File: config.mk
export PLATFORM = sky130hd
export DESIGN_NAME = ipid_reassemble
export DESIGN_NICKNAME = d
export VERILOG_FILES = /design/src/rtl/ipid_pkg.sv /design/src/rtl/ipid_gap_timer.sv /design/src/rtl/ipid_reassemble.sv
export SDC_FILE = /design/constraint.sdc
export NUM_CORES = 1
export LEC_CHECK = 0
export BUFFER_PORTS_ARGS = -buffer_cell sky130_fd_sc_hd__clkbuf_2
export CAP_MARGIN = 5
export CORE_AREA = 4 4 207 209
export CTS_CLUSTER_SIZE = 25
export DETAILED_ROUTE_END_ITERATION = 10
export DIE_AREA = 0 0 211 213
export PLACE_DENSITY = 0.81
export SYNTH_ARGS = -nofsm -noshare
export SYNTH_HDL_FRONTEND = slang
export SYNTH_SLANG_ARGS = --single-unit
File: constraint.sdc
create_clock -name clk -period 5.55 [get_ports clk]
set_clock_uncertainty 0.2 [all_clocks]
set_input_delay 0.2775 -clock clk [delete_from_list [all_inputs] [get_ports clk]]
set_output_delay 0.2775 -clock clk [all_outputs]
set_load 0.02 [all_outputs]
File: src/rtl/ipid_pkg.sv
// Shared widths, chunk index type and receiver state encoding for the IPID
// chunk stream; imported by both the streamer and the reassembler.
package ipid_pkg;

  localparam int DATA_W     = 256;
  localparam int CHUNK_W    = 16;
  localparam int NUM_CHUNKS = DATA_W / CHUNK_W;
  localparam int IDX_W      = $clog2(NUM_CHUNKS);

  typedef logic [IDX_W-1:0] chunk_idx_t;

  typedef enum logic [1:0] {
    ST_IDLE,
    ST_COLLECT,
    ST_DONE,
    ST_ERR
  } state_t;

endpackage

File: src/rtl/ipid_gap_timer.sv
// Counts consecutive idle cycles inside a frame; o_expired flags the
// increment that brings the count to GAP_MAX.
module ipid_gap_timer #(
  parameter int GAP_MAX = 8
) (
  input  logic clk,
  input  logic rst,
  input  logic i_clr,
  input  logic i_inc,
  output logic o_expired
);

  localparam int CNT_W = $clog2(GAP_MAX + 1);

  logic [CNT_W-1:0] r_count;

  // NOTE: sequential state uses non-blocking assignments so every register
  // samples pre-edge values, independent of statement order.
  always_ff @(posedge clk or negedge rst) begin
    if (!rst) begin
      r_count <= '0;
    end else if (i_clr) begin
      r_count <= '0;
    end else if (i_inc) begin
      r_count <= r_count + CNT_W'(1);
    end
  end

  // Combinational so the timeout lands on the GAP_MAX-th idle edge itself.
  assign o_expired = i_inc && (r_count == CNT_W'(GAP_MAX - 1));

endmodule

File: src/rtl/ipid_reassemble.sv
// Rebuilds the 256-bit IPID from its 16-bit chunk stream, compares it with
// a golden value at completion and flags stalled frames with a sticky timeout.
module ipid_reassemble
  import ipid_pkg::*;
#(
  parameter int GAP_MAX = 8
) (
  input  logic              clk,
  input  logic              rst,
  input  logic              valid,
  input  logic [CHUNK_W-1:0] ipid_chunk,
  input  logic [DATA_W-1:0] golden_ipid,
  input  logic              clear,
  output logic [DATA_W-1:0] ipid_out,
  output logic              ipid_ready,
  output logic              match,
  output logic              timeout,
  output logic [7:0]        frame_count
);

  state_t            r_state;
  state_t            w_next_state;
  logic [DATA_W-1:0] r_shift;
  logic [DATA_W-1:0] r_ipid_out;
  chunk_idx_t        r_idx;
  logic              r_ready;
  logic              r_match;
  logic              r_timeout;
  logic [7:0]        r_frame_count;

  logic [DATA_W-1:0] w_shifted;
  logic              w_last;
  logic              w_gap_inc;
  logic              w_gap_expired;

  assign w_shifted = {r_shift[DATA_W-CHUNK_W-1:0], ipid_chunk};
  assign w_last    = (r_idx == chunk_idx_t'(NUM_CHUNKS - 1));
  assign w_gap_inc = (r_state == ST_COLLECT) && !valid && !clear;

  // Any cycle that is not an in-frame idle restarts the gap count.
  ipid_gap_timer #(.GAP_MAX(GAP_MAX)) u_gap_timer (
    .clk      (clk),
    .rst      (rst),
    .i_clr    (!w_gap_inc),
    .i_inc    (w_gap_inc),
    .o_expired(w_gap_expired)
  );

  always_ff @(posedge clk or negedge rst) begin
    if (!rst) r_state <= ST_IDLE;
    else      r_state <= w_next_state;
  end

  // NOTE: the default assignment first keeps every path driven, so no latch
  // is inferred for the next-state logic.
  always_comb begin
    w_next_state = r_state;
    unique case (r_state)
      ST_IDLE:    if (valid) w_next_state = ST_COLLECT;
      ST_COLLECT: begin
        if (valid && w_last)              w_next_state = ST_DONE;
        else if (!valid && w_gap_expired) w_next_state = ST_ERR;
      end
      ST_DONE:    if (valid) w_next_state = ST_COLLECT;
      ST_ERR:     w_next_state = ST_ERR;
      default:    w_next_state = ST_IDLE;
    endcase
    if (clear) w_next_state = ST_IDLE;
  end

  always_ff @(posedge clk or negedge rst) begin
    if (!rst) begin
      r_shift       <= '0;
      r_ipid_out    <= '0;
      r_idx         <= '0;
      r_ready       <= 1'b0;
      r_match       <= 1'b0;
      r_timeout     <= 1'b0;
      r_frame_count <= '0;
    end else if (clear) begin
      r_idx     <= '0;
      r_ready   <= 1'b0;
      r_match   <= 1'b0;
      r_timeout <= 1'b0;
    end else begin
      unique case (r_state)
        ST_IDLE, ST_DONE: begin
          if (valid) begin
            r_shift <= w_shifted;
            r_idx   <= chunk_idx_t'(1);
            r_ready <= 1'b0;
            r_match <= 1'b0;
          end
        end
        ST_COLLECT: begin
          if (valid) begin
            r_shift <= w_shifted;
            r_idx   <= r_idx + chunk_idx_t'(1);
            if (w_last) begin
              r_ipid_out <= w_shifted;
              r_ready    <= 1'b1;
              r_match    <= (w_shifted == golden_ipid);
              if (r_frame_count != 8'hFF) r_frame_count <= r_frame_count + 8'd1;
            end
          end else if (w_gap_expired) begin
            r_timeout <= 1'b1;
            r_idx     <= '0;
          end
        end
        default: ;
      endcase
    end
  end

  assign ipid_out    = r_ipid_out;
  assign ipid_ready  = r_ready;
  assign match       = r_match;
  assign timeout     = r_timeout;
  assign frame_count = r_frame_count;

endmodule

==> results.toml <==
[status]
status = "completed"

[sta]
fmax_mhz = 319.3
fin_crit_sh_pct = 56.43
rsz0062_at_grt = "false"
max_slew_margin_pct = 26.42
hold_violations = 0
finalSetupViolCount = 0
finalSetupTns_ps = 0
min_period_ps = 3132
worst_pin_slew_ps = 1094
slew_viol_final = 0

[power]
power_leakage_uw = 0.01449
ir_worst_vdd_mv = 0.2414
power.density_mw_per_mm2 = 421.6

[grt]
antenna_found_initial = 24
grt_pass1_wl_mm = 121.9
grt.overflow.total = 0
first_global_vias = 18200
grt_max_degree = 162
grt_usage_pct = 37.46

[synthesis]
synth-seq-cells = 517
synth_most_common_cell = "nand2_1"
syn-cell-area_sq_mm = 0.02216
synth_edf_count = 0
async_flop_share_pct = 100.0
syn_nets = 2337
ys_types = 48
yosysTopAreaCell = "dfrtp_1"
synthTopCellsByArea = "dfrtp_1 58%, nand2_1 13%, mux2_2 12%, xnor2_1 6.8%, xor2_1 2.5%"
synth_warnings = 0
synth_flop_cell = "dfrtp_1"
synth_top_area_share_pct = 58.39
synth_common_cells = "768 x nand2_1, 517 x dfrtp_1, 228 x mux2_2, 172 x xnor2_1, 62 x xor2_1"
syn_area_per_cell_sq_um = 10.77
ys_seq_area_share_pct = 58.39
syn_inst = 2058

[clock_tree]
cts_root_buf = "clkbuf_16"
h-tree-depth = 2
clk_latency_ps = 610
cts_tree = "done"
clockBufferDepth = 3
clock-sinks = 517
numCtsBuffers = 53
clk_pin_slew_ps = 60
cts_resized = 0

[placement]
io_buffers = 542
globalplace.congestion = 0.9155
hpwl_mm = 65.34

[critical_path]
critPathMaxStageDelay_ps = 720
reg2reg_slack_ps = 2420
worst-setup-path-type = "reg2reg"
worst-r2r-cell-count = 5
worstSetupStartpoint = "r_state[0]"
worstPathCellList = "nor3b_2 > and2_4 > buf_4 > nand2_1 > nand2_1"
critPathCaptureType = "register"
crit_slowest_cell = "buf_4"
cp-endpoint = "ipid_out[14]"
crit_fanout = 63
required_ps = 5880
timing.rr.end = "ipid_out[14]"
timing.rr.start = "r_state[0]"
start_kind = "register"
critPathMostFrequentCell = "nand2_1"
crit_arrival_ps = 3460

[finish]
drive_gt1_share_pct = 33.36
finalNetCount = 2879
regArea_sq_mm = 0.01294
syn2layout_area_growth_pct = 23.68
fillers = 3084
multiInputGateArea_sq_mm = 0.008748
post-route-util_pct = 67.11

[routing]
route.detailed.drc = 0
drtIter0Drc = 2037
first_pass_iters = 5
num_vias = 18150
ant_nets = 0
drt-total-wl_mm = 86.17
vias_per_cell = 5.689
wl_per_cell_um = 27.01

[floorplan]
die_w_um = 211
io_pins = 543
rows = 74
die_area_sq_mm = 0.04494
core_area_sq_mm = 0.04083
dieHeight_um = 213
initial_core_util_pct = 54.27

[worst_hold_path]
holdPathStages = 7
hold_path_class = "in2reg"

[flow_run]
maxCapViolCount = 0
through the flow:
| step | hold slack [ps] | setup slack, ps | std cells | power [uW] | area (sq um) |
|---|---|---|---|---|---|
| 4_1_cts | 22.47 | 2514 | 3176 | 11500 | 27370 |
| 5_1_grt | 80.25 | 2300 | 3188 | 11900 | 27400 |
| 3_5_place_dp | 207.9 | 2530 | 3055 | 7897 | 25380 |
| 3_3_place_gp | 201.1 | 2612 | 3055 | 7807 | 25380 |
| 2_1_floorplan | -218.1 | 3348 | 2058 | 6506 | 22160 |
| 6_report | 61.21 | 2418 | 3190 | 11550 | 27400 |
cell families (layout without fill, tap and decap cells):
family	count (synthesis)	count (layout)	share of synthesized area [%]
other	0	14	0
AO/OA/AOI/OAI	73	73	2.253
XOR/XNOR	234	234	9.250
flip-flops	517	517	58.39
multiplexers	228	228	11.59
AND/OR/NAND/NOR	881	881	16.19
buffers and inverters	122	708	2.163
adder cells (fa/ha/maj)	3	3	0.1694
what timing repair did:
item | in CTS | in global routing
hold buffers | 22 | 0
hold endpoints to repair | 159 | 0
buffers inserted | 0 | 0
area by class of cell:
type | instances | share of cell area (%)
Clock buffer | 80 | 5.949
Inverter | 35 | 0.4794
Tap cell | 532 | 2.429
Clock inverter | 19 | 0.5022
Sequential cell | 517 | 47.21
Timing Repair Buffer | 574 | 11.38
Antenna cell | 14 | 0.1278
Multi-Input combinational cell | 1419 | 31.92
sequential cells by signal, summed over array words and instances, names as in the netlist:
register	cells
match	1
timeout	1
frame_count	8
r_state	2
r_idx	4
u_gap_timer.r_count	4
ipid_ready	1
r_shift	240
ipid_out	256
placed cells by master, fill, tap and decap left out, types with 4 or more instances in the layout:
cell,count
nand2_1,767
clkbuf_2,541
dfrtp_1,517
mux2_2,228
xnor2_1,172
xor2_1,62
clkbuf_16,55
nand4_1,48
o21ai_0,32
inv_1,29
nor4_1,28
dlygate4sd3_1,22
clkbuf_8,16
diode_2,14
nor2_1,12
clkinv_2,12
o22ai_1,11
clkbuf_1,9
buf_12,8
nand3_1,7
clkinv_1,4
o2bb2ai_1,4
a221oi_1,4
clkinvlp_4,4
routing by layer:
layer	routed length, um	part of all wire (%)	global-route usage [%]
met5	85	0.099	0
met4	3629	4.2	14.69
met3	7992	9.3	9.271
met2	41460	48	61.19
met1	33000	38	48.74
power breakdown:
| part | leakage (uW) | total (uW) | internal, uW | switching (uW) |
|---|---|---|---|---|
| sequential | 0.00687 | 5750 | 4470 | 1280 |
| combinational | 0.00675 | 2180 | 1110 | 1070 |
| clock | 0.000874 | 3620 | 2070 | 1550 |
worst min path at each step:
stage                                start             end  slack (ps)
after CTS                 golden_ipid[184]           match          20
after global routing      golden_ipid[123]           match          80
final                     golden_ipid[184]           match          60
after global placement                 rst   ipid_out[222]         200
after floorplan                        rst  frame_count[0]        -220
after detailed placement               rst   ipid_out[222]         210
critical path, delay by kind of cell, from the launching register on:
kind | cells | cell delay, ps
buffers and inverters | 1 | 720
DFF | 1 | 490
and+or+nand+nor | 4 | 1520
No activity file was read; power rests on OpenSTA's default activity.
